## config.mk

```make
export PLATFORM = sky130hd
export DESIGN_NAME = merge_writebuffer
export DESIGN_NICKNAME = d
export VERILOG_FILES = /design/src/rtl/merge_writebuffer.sv
export SDC_FILE = /design/constraint.sdc
export NUM_CORES = 1
export LEC_CHECK = 0
export CAP_MARGIN = 0
export CORE_AREA = 2 2 264 266
export CTS_CLUSTER_DIAMETER = 80
export DETAILED_ROUTE_END_ITERATION = 10
export DIE_AREA = 0 0 266 268
export GPL_TIMING_DRIVEN = 1
export PLACE_DENSITY = 0.6
export SETUP_SLACK_MARGIN = 0.1
export SLEW_MARGIN = 30
export SYNTH_ARGS = -nofsm -noshare
export SYNTH_HDL_FRONTEND = slang
export SYNTH_SLANG_ARGS = --single-unit
```

## constraint.sdc

```tcl
create_clock -name clk -period 16.6 [get_ports clk]
set_clock_uncertainty 0.05 [all_clocks]
set_input_delay 1.66 -clock clk [delete_from_list [all_inputs] [get_ports clk]]
set_output_delay 1.66 -clock clk [all_outputs]
set_load 0.05 [all_outputs]
```

## src/rtl/merge_writebuffer.sv

```systemverilog
// merge_writebuffer
// ------------------------------------------------------------------------------
// Write-combining store buffer between the cache and main memory.
//   * Up to DEPTH pending word writes, drained in order to memory, one per
//     accepted handshake (memen & memdone).
//   * A byte-enabled write whose address matches a queued entry that is not the
//     head (the head is always in flight) is merged into that entry (MERGE=1).
//   * Combinational snoop port returns the youngest buffered value per byte.
//   * flush blocks new writes while the buffer drains.
//
// Ports
//   clk          clock, rising edge
//   reset        asynchronous active-low reset
//   adr/data/byteen/en   write request from the cache side
//   done         write accepted this cycle (combinational)
//   memadr/memdata/membyteen/memen   head entry towards memory
//   memdone      memory accepted the head entry
//   snoopadr     lookup address; snoophit/snoopdata/snoopbyteen results
//   flush        hold off new writes until empty
//   empty/count  occupancy
// ------------------------------------------------------------------------------
module merge_writebuffer #(
  parameter int DEPTH = 4,
  parameter int AW    = 30,
  parameter int DW    = 32,
  parameter int MERGE = 1,
  localparam int BW   = DW / 8,
  localparam int PW   = $clog2(DEPTH),
  localparam int CW   = $clog2(DEPTH + 1)
) (
  input  logic          clk,
  input  logic          reset,
  input  logic [AW-1:0] adr,
  input  logic [DW-1:0] data,
  input  logic [BW-1:0] byteen,
  input  logic          en,
  output logic          done,
  output logic [AW-1:0] memadr,
  output logic [DW-1:0] memdata,
  output logic [BW-1:0] membyteen,
  output logic          memen,
  input  logic          memdone,
  input  logic [AW-1:0] snoopadr,
  output logic          snoophit,
  output logic [DW-1:0] snoopdata,
  output logic [BW-1:0] snoopbyteen,
  input  logic          flush,
  output logic          empty,
  output logic [CW-1:0] count
);

  // Control state (reset) and payload storage (no reset: always qualified by valid).
  logic [DEPTH-1:0] valid_q, valid_d;
  logic [AW-1:0]    adr_q  [DEPTH];
  logic [AW-1:0]    adr_d  [DEPTH];
  logic [DW-1:0]    data_q [DEPTH];
  logic [DW-1:0]    data_d [DEPTH];
  logic [BW-1:0]    be_q   [DEPTH];
  logic [BW-1:0]    be_d   [DEPTH];
  logic [PW-1:0]    head_q, head_d, tail_q, tail_d;
  logic [CW-1:0]    count_q, count_d;

  logic             busy;
  logic [DEPTH-1:0] tgt_vec;
  logic             tgt_hit;
  logic [PW-1:0]    tgt_idx;
  logic             wr_nz, push, pop, merge_wr;
  logic [PW-1:0]    snp_idx;

  assign busy = (count_q != '0);

  // Merge candidates: valid, address match, and not the head (head is in flight).
  // The merge rule guarantees at most one entry per address outside the head.
  for (genvar gi = 0; gi < DEPTH; gi++) begin : g_tgt
    assign tgt_vec[gi] = (MERGE != 0) && valid_q[gi] && (head_q != PW'(gi)) &&
                         (adr_q[gi] == adr);
  end

  always_comb begin
    tgt_idx = '0;
    for (int i = 0; i < DEPTH; i++) begin
      if (tgt_vec[i]) tgt_idx = PW'(i);
    end
  end

  assign tgt_hit  = |tgt_vec;
  assign wr_nz    = |byteen;
  // done is independent of memdone: a full buffer refuses even if a pop happens now.
  assign done     = en & reset & ~flush & (~wr_nz | tgt_hit | (count_q < CW'(DEPTH)));
  assign push     = done & wr_nz & ~tgt_hit;
  assign merge_wr = done & wr_nz & tgt_hit;
  assign pop      = busy & memdone;

  always_comb begin
    valid_d = valid_q;
    adr_d   = adr_q;
    data_d  = data_q;
    be_d    = be_q;
    if (push) begin
      valid_d[tail_q] = 1'b1;
      adr_d[tail_q]   = adr;
      data_d[tail_q]  = data;
      be_d[tail_q]    = byteen;
    end
    if (merge_wr) begin
      for (int b = 0; b < BW; b++) begin
        if (byteen[b]) data_d[tgt_idx][8*b +: 8] = data[8*b +: 8];
      end
      be_d[tgt_idx] = be_q[tgt_idx] | byteen;
    end
    if (pop) valid_d[head_q] = 1'b0;
    head_d  = pop  ? head_q + 1'b1 : head_q;
    tail_d  = push ? tail_q + 1'b1 : tail_q;
    count_d = count_q + CW'(push) - CW'(pop);
  end

  always_ff @(posedge clk or negedge reset) begin
    if (!reset) begin
      valid_q <= '0;
      head_q  <= '0;
      tail_q  <= '0;
      count_q <= '0;
    end else begin
      valid_q <= valid_d;
      head_q  <= head_d;
      tail_q  <= tail_d;
      count_q <= count_d;
    end
  end

  always_ff @(posedge clk) begin
    adr_q  <= adr_d;
    data_q <= data_d;
    be_q   <= be_d;
  end

  // Walk entries oldest to youngest so later matches overwrite earlier bytes.
  always_comb begin
    snoopdata   = '0;
    snoopbyteen = '0;
    snp_idx     = '0;
    for (int i = 0; i < DEPTH; i++) begin
      snp_idx = head_q + PW'(i);
      if (valid_q[snp_idx] && (adr_q[snp_idx] == snoopadr)) begin
        for (int b = 0; b < BW; b++) begin
          if (be_q[snp_idx][b]) snoopdata[8*b +: 8] = data_q[snp_idx][8*b +: 8];
        end
        snoopbyteen = snoopbyteen | be_q[snp_idx];
      end
    end
  end

  assign snoophit  = |snoopbyteen;
  assign memen     = busy;
  assign memadr    = busy ? adr_q[head_q]  : '0;
  assign memdata   = busy ? data_q[head_q] : '0;
  assign membyteen = busy ? be_q[head_q]   : '0;
  assign empty     = ~busy;
  assign count     = count_q;

endmodule

```

Yosys cells after proc, flatten, opt, wreduce, memory -nomap -nowiden
Cells that the tools add are included.
- add/sub/neg operators: 6
- order comparisons: 16
- equality and inequality tests: 11
- mux-type cells: 118
- bitwise gates (word level): 26
- reductions and logical operators: 21
- operator list (operator ; count):
    two-way mux 128 bit ; 9
    bitwise mux 128 bit ; 5
    two-way mux 32 bit ; 15
    demux 32 bit (select 2 bit) ; 5
    two-way mux 30 bit ; 10
    binary-select mux 32 bit (select 2 bit) ; 4
    binary-select mux 30 bit (select 2 bit) ; 4
    equality test 30 bit ; 8
    two-way mux 8 bit ; 17
    bitwise mux 120 bit ; 1
    two-way mux 4 bit ; 19
    demux 30 bit (select 2 bit) ; 1
    two-way mux 16 bit ; 3
    binary-select mux 4 bit (select 2 bit) ; 5
    bitwise mux 16 bit ; 2
    two-way mux 24 bit ; 1
    OR 4 bit ; 5
    greater-or-equal comparator 3 bit, second input constant ; 6
    NOT 2 -> 3 bit ; 6
    demux 4 bit (select 2 bit) ; 2
    logical AND 1 bit ; 16
    less-than comparator 2 x 3 -> 1 bit, second input constant ; 5
    OR reduction 4 bit ; 3
    binary-select mux 1 bit (select 2 bit) ; 4
    19 further kinds ; 42
- bits in registers: 275
- bits of input ports: 101
- output and inout bits: 109
- word-level logic and storage cells: 214

Depth between registers and ports, before layout
- word-level depth: 23
- mapped depth: 20
- gate-level depth less buffers: 14

Worst setup path before layout
Ideal clock, no wire load.
- path type: reg2out
- start point: register head_q[1]
- end point: output snoophit
- arrival: 4969 ps
- required time: 14890 ps
- path slack: 9921 ps
- stages on the path, launching flop included: 20
- path buffers: 9
- cells stage by stage: dfrtp_1 -> buf_2 -> inv_1 -> clkbuf_1 -> buf_1 -> clkbuf_1 -> ha_1 -> buf_6 -> buf_12 -> buf_12 -> buf_8 -> buf_6 -> mux4_2 -> xnor2_1 -> nand2_1 -> a211oi_1 -> nand3_1 -> o32ai_2 -> or3_1 -> or4_1
- longest elaborated chain between the ends: 14
- elaborated cells between the ends (all ways): 55
- those cells by class: add/sub: 3; eq/ne: 4; mux: 36; bitwise: 7; reduce/logical: 5
- RTL lines (element ; RTL line ; RTL):
    start, declared ; 60 ; logic [PW-1:0] head_q, head_d, tail_q, tail_d;
    start signal, assigned ; 120 ; head_q <= '0;
    start signal, assigned ; 125 ; head_q <= head_d;
    branches (longest 12 deep; another with adder 2 x 1 -> 2 bit) ; n/a ;
    two-way mux 4 bit (*) ; 144 ; if (valid_q[snp_idx] && (adr_q[snp_idx] == snoopadr)) begin
    via snoopbyteen[2] ; 46 ; output logic [BW-1:0] snoopbyteen,
    OR reduction 4 bit (*) ; 153 ; assign snoophit = |snoopbyteen;
    end, declared ; 44 ; output logic snoophit,
Mark *: on every way through the listed nets, which the timed path passes. The select of a mux whose other input is x is not followed.

Worst setup path after layout
- start point: register head_q[0]
- end point: output snoopdata[14]
- longest elaborated chain between the ends: 13
- elaborated cells between the ends (all ways): 67
- those cells by class: add/sub: 3; eq/ne: 4; mux: 52; bitwise: 4; reduce/logical: 4
- RTL lines (element ; RTL line ; RTL):
    branches (longest 12 deep; another with adder 2 x 1 -> 2 bit) ; n/a ;
    two-way mux 32 bit (*) ; 144 ;
    end, declared ; 45 ; output logic [DW-1:0] snoopdata,
Every way passes the cells marked *. The select of a mux whose other input is x is not followed.

==> results by group <==
Floorplan
  • Initial Util: 30.8%
  • Chip Width: 266 microns
  • Placeable Area: 68200 sq um
  • Die H: roughly 270 microns
  • FP Rows: 96
  • Die area: 71300 sq um
  • I/O pins: 210

Global route
  • First-pass GRT wire length: 116 mm
  • GRT Residual Overflow: 0
  • Vias in the first global route: 16400
  • Gr usage total: 22.2%
  • Largest net degree at the start of global routing: between 100 and 150
  • Initial antenna violation count: 9

Clock tree
  • Cts bufs inserted: 35
  • Reg clk slew, reported paths: 0.06 ns
  • TritonCTS clock tree: done
  • CTS sink cnt: ~280
  • Clk buf depth: 3
  • Clock Latency Late Sink: 0.56 ns
  • H-tree Lvls: 2
  • CTS Hold Bufs: 0
  • Setup Buffers After CTS: 0
  • Root buffer cell: clkbuf_16
  • CTS resizes: 0

STA
  • Final setup fails: 0
  • Max-slew headroom: 29.4%
  • Final worst path period share: about three fifths
  • Minimum clock period: around 9.7 ns
  • Final Worst Setup Slack: 6.90 ns
  • Unrepaired setup endpoints after global routing: no
  • Worst Tran Pin Value: 1.06 ns
  • Setup TNS: 0 ns
  • Final-report max-slew violation count: 0
  • Max Fclk: 103 MHz
  • Final hold viol count: 0
  • Hold WS: 0.484 ns

Detailed routing
  • DR vias: 16600
  • Routed length per instance: 29.2 microns
  • Residual DRC: 0
  • Post-route ant nets: 0
  • TritonRoute pass-1 iters: 5
  • Vias/cell: 5.97
  • Post-Route WL: 81.1 mm
  • Initial DRC Count: 1824

Layout
  • Final instance area: approximately 25000 sq um
  • Layout area overhead: 17.1%
  • Share of cells above drive strength 1: between 20% and 30%
  • Commonest cells after routing, fill and taps aside: clkdlybuf4s50_1 (209), mux2_2 (195), xnor2_1 (168)
  • Layout Nets: 1975
  • Most common cell after layout, fill and taps aside: clkdlybuf4s50_1

Worst setup path
  • Worst R2R Path Depth: 16
  • CP Class: flip-flop to output pin
  • Critical Path Start Type: flip-flop
  • Crit path DAT: 7.99 ns
  • Critical path endpoint category: output pin
  • Max FO, Critical Path: about 120
  • WP data required: 14.89 ns

Min path
  • Hold WC Path Type: flip-flop to flip-flop
  • Hold path cells: 1

Placement
  • Post-place setup slack: between 7 and 8 ns
  • Port Buf Inserts: 209
  • Detail Placement HPWL: around 61 mm
  • Area after DPL: 23400 sq um
  • Routability Congestion: just under 1

Power and ir drop
  • Worst vdd ir: 0.219 mV
  • Power Dens Cells: 217 nW/um^2
  • Design Power: between 5000 and 6000 uW
  • LEAKAGE: a little under 0.009 uW

Run
  • MaxCap Viol Count: 0

Synth
  • Synthesized area: 21000 sq um
  • Seq/Total Area, Yosys: 32.2%
  • Synth Flop Type: dfxtp_1
  • Synth Instances: 1752
  • Netlist cell types: 90
  • Syn nets: ~1900
  • Avg Cell Area, Syn: about 12 sq um
  • Yosys warnings: 0
  • Synthesized flop and latch total: 275
  • Ys async rst share: 4.00%
  • Post-synth EDFFs: 120

Status
  • Outcome: finished, final reports clean
## registers in the layout, indices dropped and copies added (netlist names)
register,flops
adr_q,120
be_q,16
count,3
data_q,128
head_q,2
tail_q,2
valid_q,4
## final timing paths
path,from,to,slack [ns]
worst min-delay path,data_q[127],data_q[127],0.48
worst max-delay path,head_q[0],snoopdata[14],6.90
max in group asynchronous,reset,head_q[0],14.63
min in group asynchronous,reset,count[0],1.43
worst max register to register,head_q[1],count[2],11.46
worst min register to register,data_q[127],data_q[127],0.48
## critical path, stage by stage (launching register included)
cell and delay [ns]:
dfrtp_4 0.82, inv_2 0.42, ha_4 0.91, buf_12 0.59
mux2i_1 0.59, mux2i_1 0.15, a222oi_1 0.75, nand4_2 0.28
a2111oi_4 0.92, and2_1 0.59, a221o_1 0.25, o221a_2 0.21
clkdlybuf4s50_1 0.81
## layout make-up
class | count | area, sq um
clock inverter | 13 | 174
timing repair buffer | 230 | 2290
clock buffer | 48 | 985
tap | 882 | 1100
inverter | 27 | 101
multi-input combinational | 1294 | 13200
fill | 6670 | 43600
sequential | 275 | 6770
antenna | 8 | 20.0
## per-stage QoR
stage               instances  utilization, %
global placement         2707            34.3
CTS                      2769            36.0
global route             2774            36.1
detailed placement       2708            34.3
finish                   2777            36.1
floorplan                1752               -
## power breakdown
part / switching, uW / internal [uW] / leakage, uW / total [uW]
Sequential: 269 / 915 / 0.00242 / 1180
Clock: 307 / 465 / 0.000564 / 772
Combinational: 1860 / 1510 / 0.00574 / 3370
Total: 2440 / 2890 / 0.00872 / 5330
## synthesized netlist by cell type, types with 26 or more instances
cell	number	area share (%)
clkbuf_1	73	1.3
nand2_1	51	0.91
mux2_2	195	10
nor2_1	72	1.3
inv_1	26	0.46
mux2i_1	131	6.2
o221a_2	32	1.7
buf_6	27	1.4
mux4_2	145	16
a21oi_1	62	1.5
edfxtp_1	120	17
and2_1	59	1.8
dfxtp_1	144	14
a221o_1	33	1.6
nand4_1	34	1.0
xor2_1	39	1.6
xnor2_1	168	7.0
## logic make-up (layout without fill, tap and decap cells)
family / Yosys count / in the layout / synth area share (%)
DFF: 275 / 275 / 32.2
muxes: 490 / 490 / 34.4
and+or+nand+nor: 334 / 334 / 8.66
other: 0 / 8 / 0
buffers and inverters: 183 / 318 / 5.36
adders and majority gates: 11 / 11 / 0.691
xor gates and xnor gates: 207 / 207 / 8.63
AOI/OAI and AO/OA: 252 / 252 / 10.0
## layer usage
metal | global-route usage, % | vias up | share of wire [%]
met2 | 37.1 | 796 | 48
met1 | 28.6 | 8551 | 40
met3 | 3.99 | 158 | 7.4
li1 | - | 7054 | -
met5 | 0 | - | 0.051
met4 | 8.58 | 6 | 3.8
(Power assumes the default switching activity.)
